`config.mk`:
```
export PLATFORM = sky130hd
export DESIGN_NAME = ntt_bf_sequencer
export DESIGN_NICKNAME = d
export VERILOG_FILES = /design/src/rtl/ntt_pkg.sv /design/src/rtl/ntt_addr_gen.sv /design/src/rtl/ntt_bf_sequencer.sv
export SDC_FILE = /design/constraint.sdc
export NUM_CORES = 2
export LEC_CHECK = 0
export ABC_CLOCK_PERIOD_IN_PS = 20400
export CELL_PAD_IN_SITES_DETAIL_PLACEMENT = 1
export CELL_PAD_IN_SITES_GLOBAL_PLACEMENT = 1
export CORE_UTILIZATION = 42
export CTS_CLUSTER_SIZE = 20
export DETAILED_ROUTE_END_ITERATION = 12
export GPL_ROUTABILITY_DRIVEN = 0
export PLACE_DENSITY = 0.87
export SLEW_MARGIN = 20
export SYNTH_ARGS = -nofsm -noshare
export SYNTH_HDL_FRONTEND = slang
export SYNTH_SLANG_ARGS = --single-unit
```
`constraint.sdc`:
```
create_clock -name clk -period 20.4 [get_ports clk]
set_input_delay 2.04 -clock clk [delete_from_list [all_inputs] [get_ports clk]]
set_output_delay 2.04 -clock clk [all_outputs]
set_load 0.03 [all_outputs]
```
`src/rtl/ntt_pkg.sv`:
```
// rtl/ntt_pkg.sv - shared opcodes, sequencer states and twiddle table for the NTT datapath
//
// Purpose: constants shared by the butterfly sequencer, its address generator
//          and the arithmetic unit.
// Contents: OP_* arith opcodes, seq_state_e, NTT_N / NTT_LOG_N defaults,
//           tw_rom() twiddle table lookup (8 entries).
package ntt_pkg;

  localparam logic [2:0] OP_ADD  = 3'd0;
  localparam logic [2:0] OP_MULT = 3'd1;
  localparam logic [2:0] OP_SUB  = 3'd2;
  localparam logic [2:0] OP_BF   = 3'd3;
  localparam logic [2:0] OP_ROM  = 3'd4;

  localparam int NTT_N     = 8;
  localparam int NTT_LOG_N = 3;

  typedef enum logic [2:0] {
    ST_IDLE = 3'd0,
    ST_ROM  = 3'd1,
    ST_BF   = 3'd2,
    ST_WB   = 3'd3,
    ST_FIN  = 3'd4
  } seq_state_e;

  // Twiddle table: successive powers of 3, returned unreduced.
  function automatic logic [63:0] tw_rom(input logic [2:0] idx);
    logic [63:0] val;
    case (idx)
      3'd0:    val = 64'd1;
      3'd1:    val = 64'd3;
      3'd2:    val = 64'd9;
      3'd3:    val = 64'd27;
      3'd4:    val = 64'd81;
      3'd5:    val = 64'd243;
      3'd6:    val = 64'd729;
      default: val = 64'd2187;
    endcase
    return val;
  endfunction

endpackage

```
`src/rtl/ntt_addr_gen.sv`:
```
// rtl/ntt_addr_gen.sv - stage/group/k counters and butterfly index generation
//
// Purpose: walks radix-2 DIT butterflies in stage, group, k order.
// Ports:
//   clk, rst      clock, asynchronous active-high reset
//   clr_i         zero all counters
//   adv_i         step to the next butterfly
//   i_o, j_o      butterfly element indices (j = i + half)
//   tw_idx_o      twiddle ROM index k << (LOG_N-1-s)
//   last_o        current butterfly is the final one of the final stage
module ntt_addr_gen #(
  parameter int N     = 8,
  parameter int LOG_N = 3
) (
  input  logic             clk,
  input  logic             rst,
  input  logic             clr_i,
  input  logic             adv_i,
  output logic [LOG_N-1:0] i_o,
  output logic [LOG_N-1:0] j_o,
  output logic [LOG_N-1:0] tw_idx_o,
  output logic             last_o
);

  logic [LOG_N-1:0] s_q, s_d, g_q, g_d, k_q, k_d;
  logic [LOG_N-1:0] half, k_max, g_max;
  logic             last_k, last_g, last_s;

  always_comb begin
    half   = LOG_N'(1) << s_q;
    k_max  = half - LOG_N'(1);
    g_max  = LOG_N'(((N / 2) >> s_q) - 1);
    last_k = (k_q == k_max);
    last_g = (g_q == g_max);
    last_s = (s_q == LOG_N'(LOG_N - 1));
    // k < half, so the group base and k occupy disjoint bits.
    i_o      = (g_q << (s_q + LOG_N'(1))) | k_q;
    j_o      = i_o | half;
    tw_idx_o = k_q << (LOG_N'(LOG_N - 1) - s_q);
    last_o   = last_k && last_g && last_s;
  end

  always_comb begin
    s_d = s_q;
    g_d = g_q;
    k_d = k_q;
    if (clr_i) begin
      s_d = '0;
      g_d = '0;
      k_d = '0;
    end else if (adv_i) begin
      if (!last_k) begin
        k_d = k_q + LOG_N'(1);
      end else begin
        k_d = '0;
        if (!last_g) begin
          g_d = g_q + LOG_N'(1);
        end else begin
          g_d = '0;
          s_d = last_s ? '0 : s_q + LOG_N'(1);
        end
      end
    end
  end

  always_ff @(posedge clk or posedge rst) begin
    if (rst) begin
      s_q <= '0;
      g_q <= '0;
      k_q <= '0;
    end else begin
      s_q <= s_d;
      g_q <= g_d;
      k_q <= k_d;
    end
  end

endmodule

```
`src/rtl/ntt_bf_sequencer.sv`:
```
// rtl/ntt_bf_sequencer.sv - in-place NTT butterfly sequencer driving ntt_arith_unit
//
// Purpose: holds an N-point vector (loaded bit-reversed) and runs every DIT
//          stage through the external arith unit: ROM fetch, BF, writeback.
// Ports:
//   clk, rst                 clock, asynchronous active-high reset
//   start_i, q_i             run request (IDLE only) and modulus latched on accept
//   ld_en_i/ld_addr_i/ld_data_i  host load port, ignored while busy
//   rd_addr_i, rd_data_o     combinational readout
//   busy_o, done_o           run in progress / one-cycle completion pulse
//   au_opcode_o, au_op_a_o, au_op_b_o, au_op_w_o, au_op_q_o  arith unit drive
//   au_res_1_i, au_res_2_i   registered arith results
module ntt_bf_sequencer
  import ntt_pkg::*;
#(
  parameter int N     = NTT_N,
  parameter int LOG_N = NTT_LOG_N,
  parameter int W     = 64
) (
  input  logic             clk,
  input  logic             rst,
  input  logic             start_i,
  input  logic [W-1:0]     q_i,
  input  logic             ld_en_i,
  input  logic [LOG_N-1:0] ld_addr_i,
  input  logic [W-1:0]     ld_data_i,
  input  logic [LOG_N-1:0] rd_addr_i,
  output logic [W-1:0]     rd_data_o,
  output logic             busy_o,
  output logic             done_o,
  output logic [2:0]       au_opcode_o,
  output logic [W-1:0]     au_op_a_o,
  output logic [W-1:0]     au_op_b_o,
  output logic [W-1:0]     au_op_w_o,
  output logic [W-1:0]     au_op_q_o,
  input  logic [W-1:0]     au_res_1_i,
  input  logic [W-1:0]     au_res_2_i
);

  seq_state_e       state_q, state_d;
  logic [W-1:0]     modulus_q;
  logic [W-1:0]     mem_q [N];
  logic [LOG_N-1:0] idx_i, idx_j, tw_idx;
  logic             last_bf, accept, in_wb;

  assign accept = (state_q == ST_IDLE) && start_i;
  assign in_wb  = (state_q == ST_WB);

  ntt_addr_gen #(
    .N     (N),
    .LOG_N (LOG_N)
  ) u_addr_gen (
    .clk      (clk),
    .rst      (rst),
    .clr_i    (accept),
    .adv_i    (in_wb),
    .i_o      (idx_i),
    .j_o      (idx_j),
    .tw_idx_o (tw_idx),
    .last_o   (last_bf)
  );

  always_comb begin
    state_d     = state_q;
    au_opcode_o = OP_ADD;
    au_op_a_o   = '0;
    au_op_b_o   = '0;
    au_op_w_o   = '0;
    case (state_q)
      ST_IDLE: if (start_i) state_d = ST_ROM;
      ST_ROM: begin
        au_opcode_o = OP_ROM;
        au_op_a_o   = W'(tw_idx);
        state_d     = ST_BF;
      end
      ST_BF: begin
        // au_res_1_i carries the twiddle fetched in ROM; it is registered in the arith unit.
        au_opcode_o = OP_BF;
        au_op_a_o   = mem_q[idx_i];
        au_op_b_o   = mem_q[idx_j];
        au_op_w_o   = au_res_1_i;
        state_d     = ST_WB;
      end
      ST_WB:   state_d = last_bf ? ST_FIN : ST_ROM;
      ST_FIN:  state_d = ST_IDLE;
      default: state_d = ST_IDLE;
    endcase
  end

  always_ff @(posedge clk or posedge rst) begin
    if (rst) begin
      state_q   <= ST_IDLE;
      modulus_q <= '0;
    end else begin
      state_q <= state_d;
      if (accept) modulus_q <= q_i;
    end
  end

  always_ff @(posedge clk or posedge rst) begin
    if (rst) begin
      for (int n = 0; n < N; n++) mem_q[n] <= '0;
    end else if ((state_q == ST_IDLE) && ld_en_i) begin
      mem_q[ld_addr_i] <= ld_data_i;
    end else if (in_wb) begin
      mem_q[idx_i] <= au_res_1_i;
      mem_q[idx_j] <= au_res_2_i;
    end
  end

  assign busy_o    = (state_q != ST_IDLE);
  assign done_o    = (state_q == ST_FIN);
  assign au_op_q_o = modulus_q;
  assign rd_data_o = mem_q[rd_addr_i];

endmodule
```
# --- After elaboration in Yosys (flattened, before gate mapping) ---
# Cells that the tools add are included.
op_classes:
  add_sub_neg: 6
  magnitude_cmp: 7
  eq_ne: 8
  n_shift: 4
  mux: 39
  bitwise_logic: 6
  reduce_logical: 15
ops:
  columns: ["cell", "count"]
  rows:
  - ["512-bit bitwise mux", 3]
  - ["512-bit two-way mux", 2]
  - ["64-bit two-way mux", 11]
  - ["64-bit binary-select mux with 3-bit select", 3]
  - ["64-bit demux with 3-bit select", 3]
  - ["64-bit case mux with 2 select lines", 1]
  - ["3-bit two-way mux", 14]
  - ["4-bit >= comparator, second input constant", 4]
  - ["3-bit inverter with 4-bit output", 4]
  - ["4-bit by 1-bit < comparator with 1-bit output, second input constant", 3]
  - ["3-bit case mux with 4 select lines", 1]
  - ["3-bit by 1-bit adder with 3-bit output, second input constant", 3]
  - ["3-bit by 2-bit equality test with 1-bit output, second input constant", 3]
  - ["2-bit nonzero test", 4]
  - ["1-bit logical AND", 7]
  - ["3-bit equality test", 2]
  - ["3-bit OR", 2]
  - ["3-bit case mux with 2 select lines", 1]
  - ["3-bit by 3-bit left shift with 3-bit output", 2]
  - ["3-bit by 1-bit equality test with 1-bit output, second input constant", 1]
  - ["3-bit equality test, second input constant", 1]
  - ["3-bit logical NOT", 1]
  - ["3-bit AND reduction", 1]
  - ["3-bit nonzero test", 1]
  - ["7 further kinds", 7]
totals:
  regBits: 588
  inputBits: 266
  output_inout_bits: 325
  word_cells: 98

# --- Depth between registers and ports, before layout ---
logic_depth:
  ltp_word: 12
  depth_mapped: 13
  depth_no_buf: 11

# --- Cells and area by module ---
# A second synthesis with hierarchy kept.
unflattened:
  hier_cells: 4927
  hier_area_um2: 46005.4
by_module_without_submodules:
  columns: ["mod", "n_inst", "cells_each", "area_each_um2", "seq_area_each_um2"]
  rows:
  - ["ntt_bf_sequencer", 1, 4828, 45130.8, 14488.9]
  - ["ntt_addr_gen", 1, 99, 874.6, 225.2]

# --- Worst setup path before layout ---
# No wires, ideal clock.
synth_timing:
  path_kind: "in2out"
  startpoint: "input rd_addr_i[1]"
  endpoint: "output rd_data_o[39]"
  arrival_time_ns: 3.956
  required_ns: 18.360
  setup_slack_ns: 14.404
  stages: 4
  n_path_buf: 2
  path_cell_list: "clkbuf_1 > buf_1 > mux4_2 > mux2_2"
synth_between:
  elab_chain_cells: 4
synth_rtl:
  columns: ["item", "line", "text"]
  rows:
  - ["start, declared", "ntt_bf_sequencer.sv:27", "input logic [LOG_N-1:0] rd_addr_i,"]
  - ["3-bit inverter with 4-bit output (not written as such)", "ntt_bf_sequencer.sv:114", "assign rd_data_o = mem_q[rd_addr_i];"]
  - ["64-bit binary-select mux with 3-bit select", "ntt_bf_sequencer.sv:114", null]
  - ["64-bit two-way mux (not written as such) (2 in series)", "ntt_bf_sequencer.sv:114", null]
  - ["end, declared", "ntt_bf_sequencer.sv:28", "output logic [W-1:0] rd_data_o,"]
# Every way passes these cells. The select of a mux whose other input is x is not followed.

# --- Worst setup path after layout ---
layout_timing:
  startpoint: "register u_addr_gen.s_q[0]"
  endpoint: "output au_op_a_o[47]"
layout_between:
  elab_chain_cells: 8
layout_rtl:
  columns: ["item", "line", "text"]
  rows:
  - ["start, declared", "ntt_addr_gen.sv:25", "logic [LOG_N-1:0] s_q, s_d, g_q, g_d, k_q, k_d;"]
  - ["start signal, assigned", "ntt_addr_gen.sv:68", "s_q <= '0;"]
  - ["start signal, assigned", "ntt_addr_gen.sv:72", "s_q <= s_d;"]
  - ["3-bit by 1-bit adder with 3-bit output", "ntt_addr_gen.sv:37", "i_o = (g_q << (s_q + LOG_N'(1))) | k_q;"]
  - ["3-bit by 3-bit left shift with 3-bit output", "ntt_addr_gen.sv:37", null]
  - ["3-bit OR", "ntt_addr_gen.sv:37", null]
  - ["3-bit inverter with 4-bit output (not written as such)", "ntt_bf_sequencer.sv:79", "au_op_a_o = mem_q[idx_i];"]
  - ["64-bit binary-select mux with 3-bit select", "ntt_bf_sequencer.sv:79", null]
  - ["64-bit two-way mux (not written as such) (2 in series)", "ntt_bf_sequencer.sv:79", null]
  - ["64-bit case mux with 2 select lines", "ntt_bf_sequencer.sv:69", "case (state_q)"]
  - ["end, declared", "ntt_bf_sequencer.sv:32", "output logic [W-1:0] au_op_a_o,"]
# Every way passes these cells. The select of a mux whose other input is x is not followed.

==> reports/results.ini <==
[status]
status = finished, violations left
failed_checks = slew limit

[yosys]
synthCells = 4988
yosys.area.top_type = dfrtp_1
synth_area_sq_um = 42300
yosys-top-cells-area = dfrtp_1 (35%), nand2_1 (7.0%), mux4_2 (6.8%), o21ai_0 (5.2%), nor2_1 (4.7%)
synth_fp_nets = 5261
ys_types = 88
yosysWarnings = 0
ys_seq_area_share_pct = 34.8
ys_seq_elements = 588
syn_avg_cell_area_sq_um = 8.48
synth-edff-count = 0
post-synth-top-count-cell = nand2_1
synth_common_cells = nand2_1 (792), dfrtp_1 (588), nor2_1 (531), o21ai_0 (437), clkbuf_1 (311)
async_flop_share_pct = 100
ys.flop_type = dfrtp_1
yosys.area.top_type_share_pct = 34.8

[power_and_ir_drop]
p_per_area_nw_per_um2 = 192
p_leak_uw = 0.0199
vdd_ir_drop_max_v = 0.000157

[global_route]
grt_pass1_vias = 51500
grt_max_degree = 171
globalRouteOverflowTotal = 0
antenna_found_initial = 27
track_usage_pct = 46.8
grt_pass1_wl_mm = 353

[floorplanning]
rows = 116
dieWidth_um = 319
dieArea_sq_um = 102000
core_sq_um = 100000
dieHeight_um = 319
start_util_pct = 42.3
pin_count = 591

[setup_path]
path_depth = 11
crit_family = buffers and inverters
critPathRequiredTime_ps = 18360
cpPeakStageDelay_ps = 1010
r2r-end = mem_q[125]
rr_worst_depth = 13
r2r_start = u_addr_gen.s_q[0]
crit_arrival_ps = 6790
r2r_slack_ps = 12830
path_cells = inv_1 -> ha_1 -> inv_1 -> a311oi_1 -> o211ai_4 -> buf_4 -> buf_4 -> o22ai_1 -> a21o_1 -> nor4_1 -> clkdlybuf4s50_1
cp-end-kind = primary output
critical_path_class = reg2out
crit_path_top_delay_cell = nor4_1
crit_path_start_kind = flop
crit_buf_inv = 5
cp_max_fo = 42

[flow_run]
cap_violations = 0

[drt]
routed_wl_mm = 244
num_vias = 50800
drt-initial-drc-count = 9893
dr.pass1.iters = 11
drc = 0
final_antenna_net_count = 0
via_per_inst = 7.74
wl_per_cell_um = 37.3

[timing]
fin_crit_sh_pct = 43.3
final.min_clock_period_ps = 8830
rsz0062_at_grt = false
tns_ps = 0
worstMarginPinSlew_ps = 1550
maxSlewViolCount = 44
skew_ps = 31.8
relSlewSlack_pct = -3.52
fmaxAchievable_mhz = 113
hold_viol = 0
setup_viol = 0

[clock_tree]
cts_resized = 0
cts_tree = yes
postCtsSetupRepairBufs = 0
cts_inserted_buffers = 73
clock_sinks = 588
clockBufferDepth = 3
htree_levels = 3
root_buffer = clkbuf_16
hold_buffers = 0
clock_latency_ps = 690
clkTransAtPathRegs_ps = 60

[layout]
final_nets = 5463
fill_cells = 11500
design_area_sq_um = 51300
syn2layout_area_growth_pct = 21.3
drive_gt1_share_pct = 13.4
multi_input_comb_area_sq_um = 25400
regArea_sq_um = 14700

[place]
placed_cell_area_sq_um = 48600
place.port_buffers = 590
dpl.hpwl_mm = 139

[hold_path]
hold_end = au_op_q_o[25]
worstHoldPathType = reg2reg
min_path_cells = 2
min_from = au_op_q_o[25]

## final cells by class
class	instances	area share, %
antenna	14	0.0683
clock buffer	105	4.25
clock inverter	22	0.602
inverter	15	0.129
multi-input combinational	3797	49.5
sequential	588	28.7
tap	1298	3.17
timing repair buffer	715	13.6
## stage by stage
stage	hold WS, ps	utilization (%)	cells	worst slack, ps	total power (uW)
detailed placement	462	48.6	6406	12710	7990
CTS	477	51.1	6533	11970	9430
floorplan	480	-	4988	1910	5630
global placement	459	48.6	6406	12840	7790
global route	488	51.3	6551	11610	10000
finish	474	51.3	6554	11570	9830
## cell families (layout without fill, tap and decap cells)
| kind of cell | count (synthesis) | count (layout) | share of synthesized area, % |
|---|---|---|---|
| buffers and inverters | 603 | 857 | 6.14 |
| xor gates and xnor gates | 8 | 8 | 0.201 |
| DFF | 588 | 588 | 34.8 |
| AOI/OAI and AO/OA | 1540 | 1540 | 26.2 |
| muxes | 374 | 374 | 13.2 |
| adders and majority gates | 7 | 7 | 0.207 |
| other | 0 | 14 | 0 |
| and+or+nand+nor | 1868 | 1868 | 19.3 |
## metal layers
layer / track usage, % / vias up / share of wire (%)
met5: 0.473 / - / 0.085
met4: 37.1 / 26 / 10
met3: 21.9 / 1841 / 17
met2: 65.0 / 5333 / 40
met1: 55.2 / 24400 / 33
li1: - / 19200 / -
## worst register-to-register path, delay by kind of cell, from the launching register on
family          cells  cell delay, ps
flops               1             690
buf+inv             7            3910
simple gates        1             130
fa+ha+maj           1             880
compound gates      4            1780
## worst max path at each step
stage                      start            end  slack [ps]
6_report       u_addr_gen.s_q[0]  au_op_a_o[47]       11570
5_1_grt        u_addr_gen.s_q[0]  au_op_b_o[17]       11610
4_1_cts        u_addr_gen.s_q[0]  au_op_b_o[62]       11970
3_5_place_dp   u_addr_gen.s_q[0]  au_op_b_o[62]       12710
3_3_place_gp   u_addr_gen.s_q[0]  au_op_b_o[62]       12840
2_1_floorplan                rst   au_op_q_o[0]        1910
## cells in the final DEF, fill, tap and decap left out, types with 19 or more instances in the layout
| master | n |
|---|---|
| a31oi_1 | 90 |
| nor4_1 | 56 |
| clkdlybuf4s50_1 | 587 |
| o221a_2 | 45 |
| clkbuf_16 | 77 |
| mux4_2 | 128 |
| a2111oi_2 | 40 |
| o22ai_1 | 235 |
| o221ai_1 | 130 |
| a222oi_1 | 192 |
| a21oi_1 | 157 |
| nor2_1 | 528 |
| nor3_1 | 112 |
| mux2_1 | 31 |
| dfrtp_1 | 588 |
| mux2i_1 | 47 |
| buf_4 | 116 |
| a2bb2oi_1 | 31 |
| nand3_1 | 98 |
| o211ai_1 | 29 |
| o21ai_0 | 436 |
| a2111oi_0 | 19 |
| nand2_1 | 787 |
| mux2_2 | 168 |
| and2_1 | 193 |
| and3_1 | 21 |
## sequential cells by signal, indices dropped and copies added, names as in the netlist
signal and count:
u_addr_gen.s_q 3, state_q 3, mem_q 512, au_op_q_o 64
u_addr_gen.g_q 3, u_addr_gen.k_q 3
## where the power goes
group / switching (uW) / total (uW) / internal, uW
clock: 585 / 1420 / 830
combinational: 3990 / 6020 / 2030
sequential: 677 / 2400 / 1720
(Power assumes the default switching activity.)
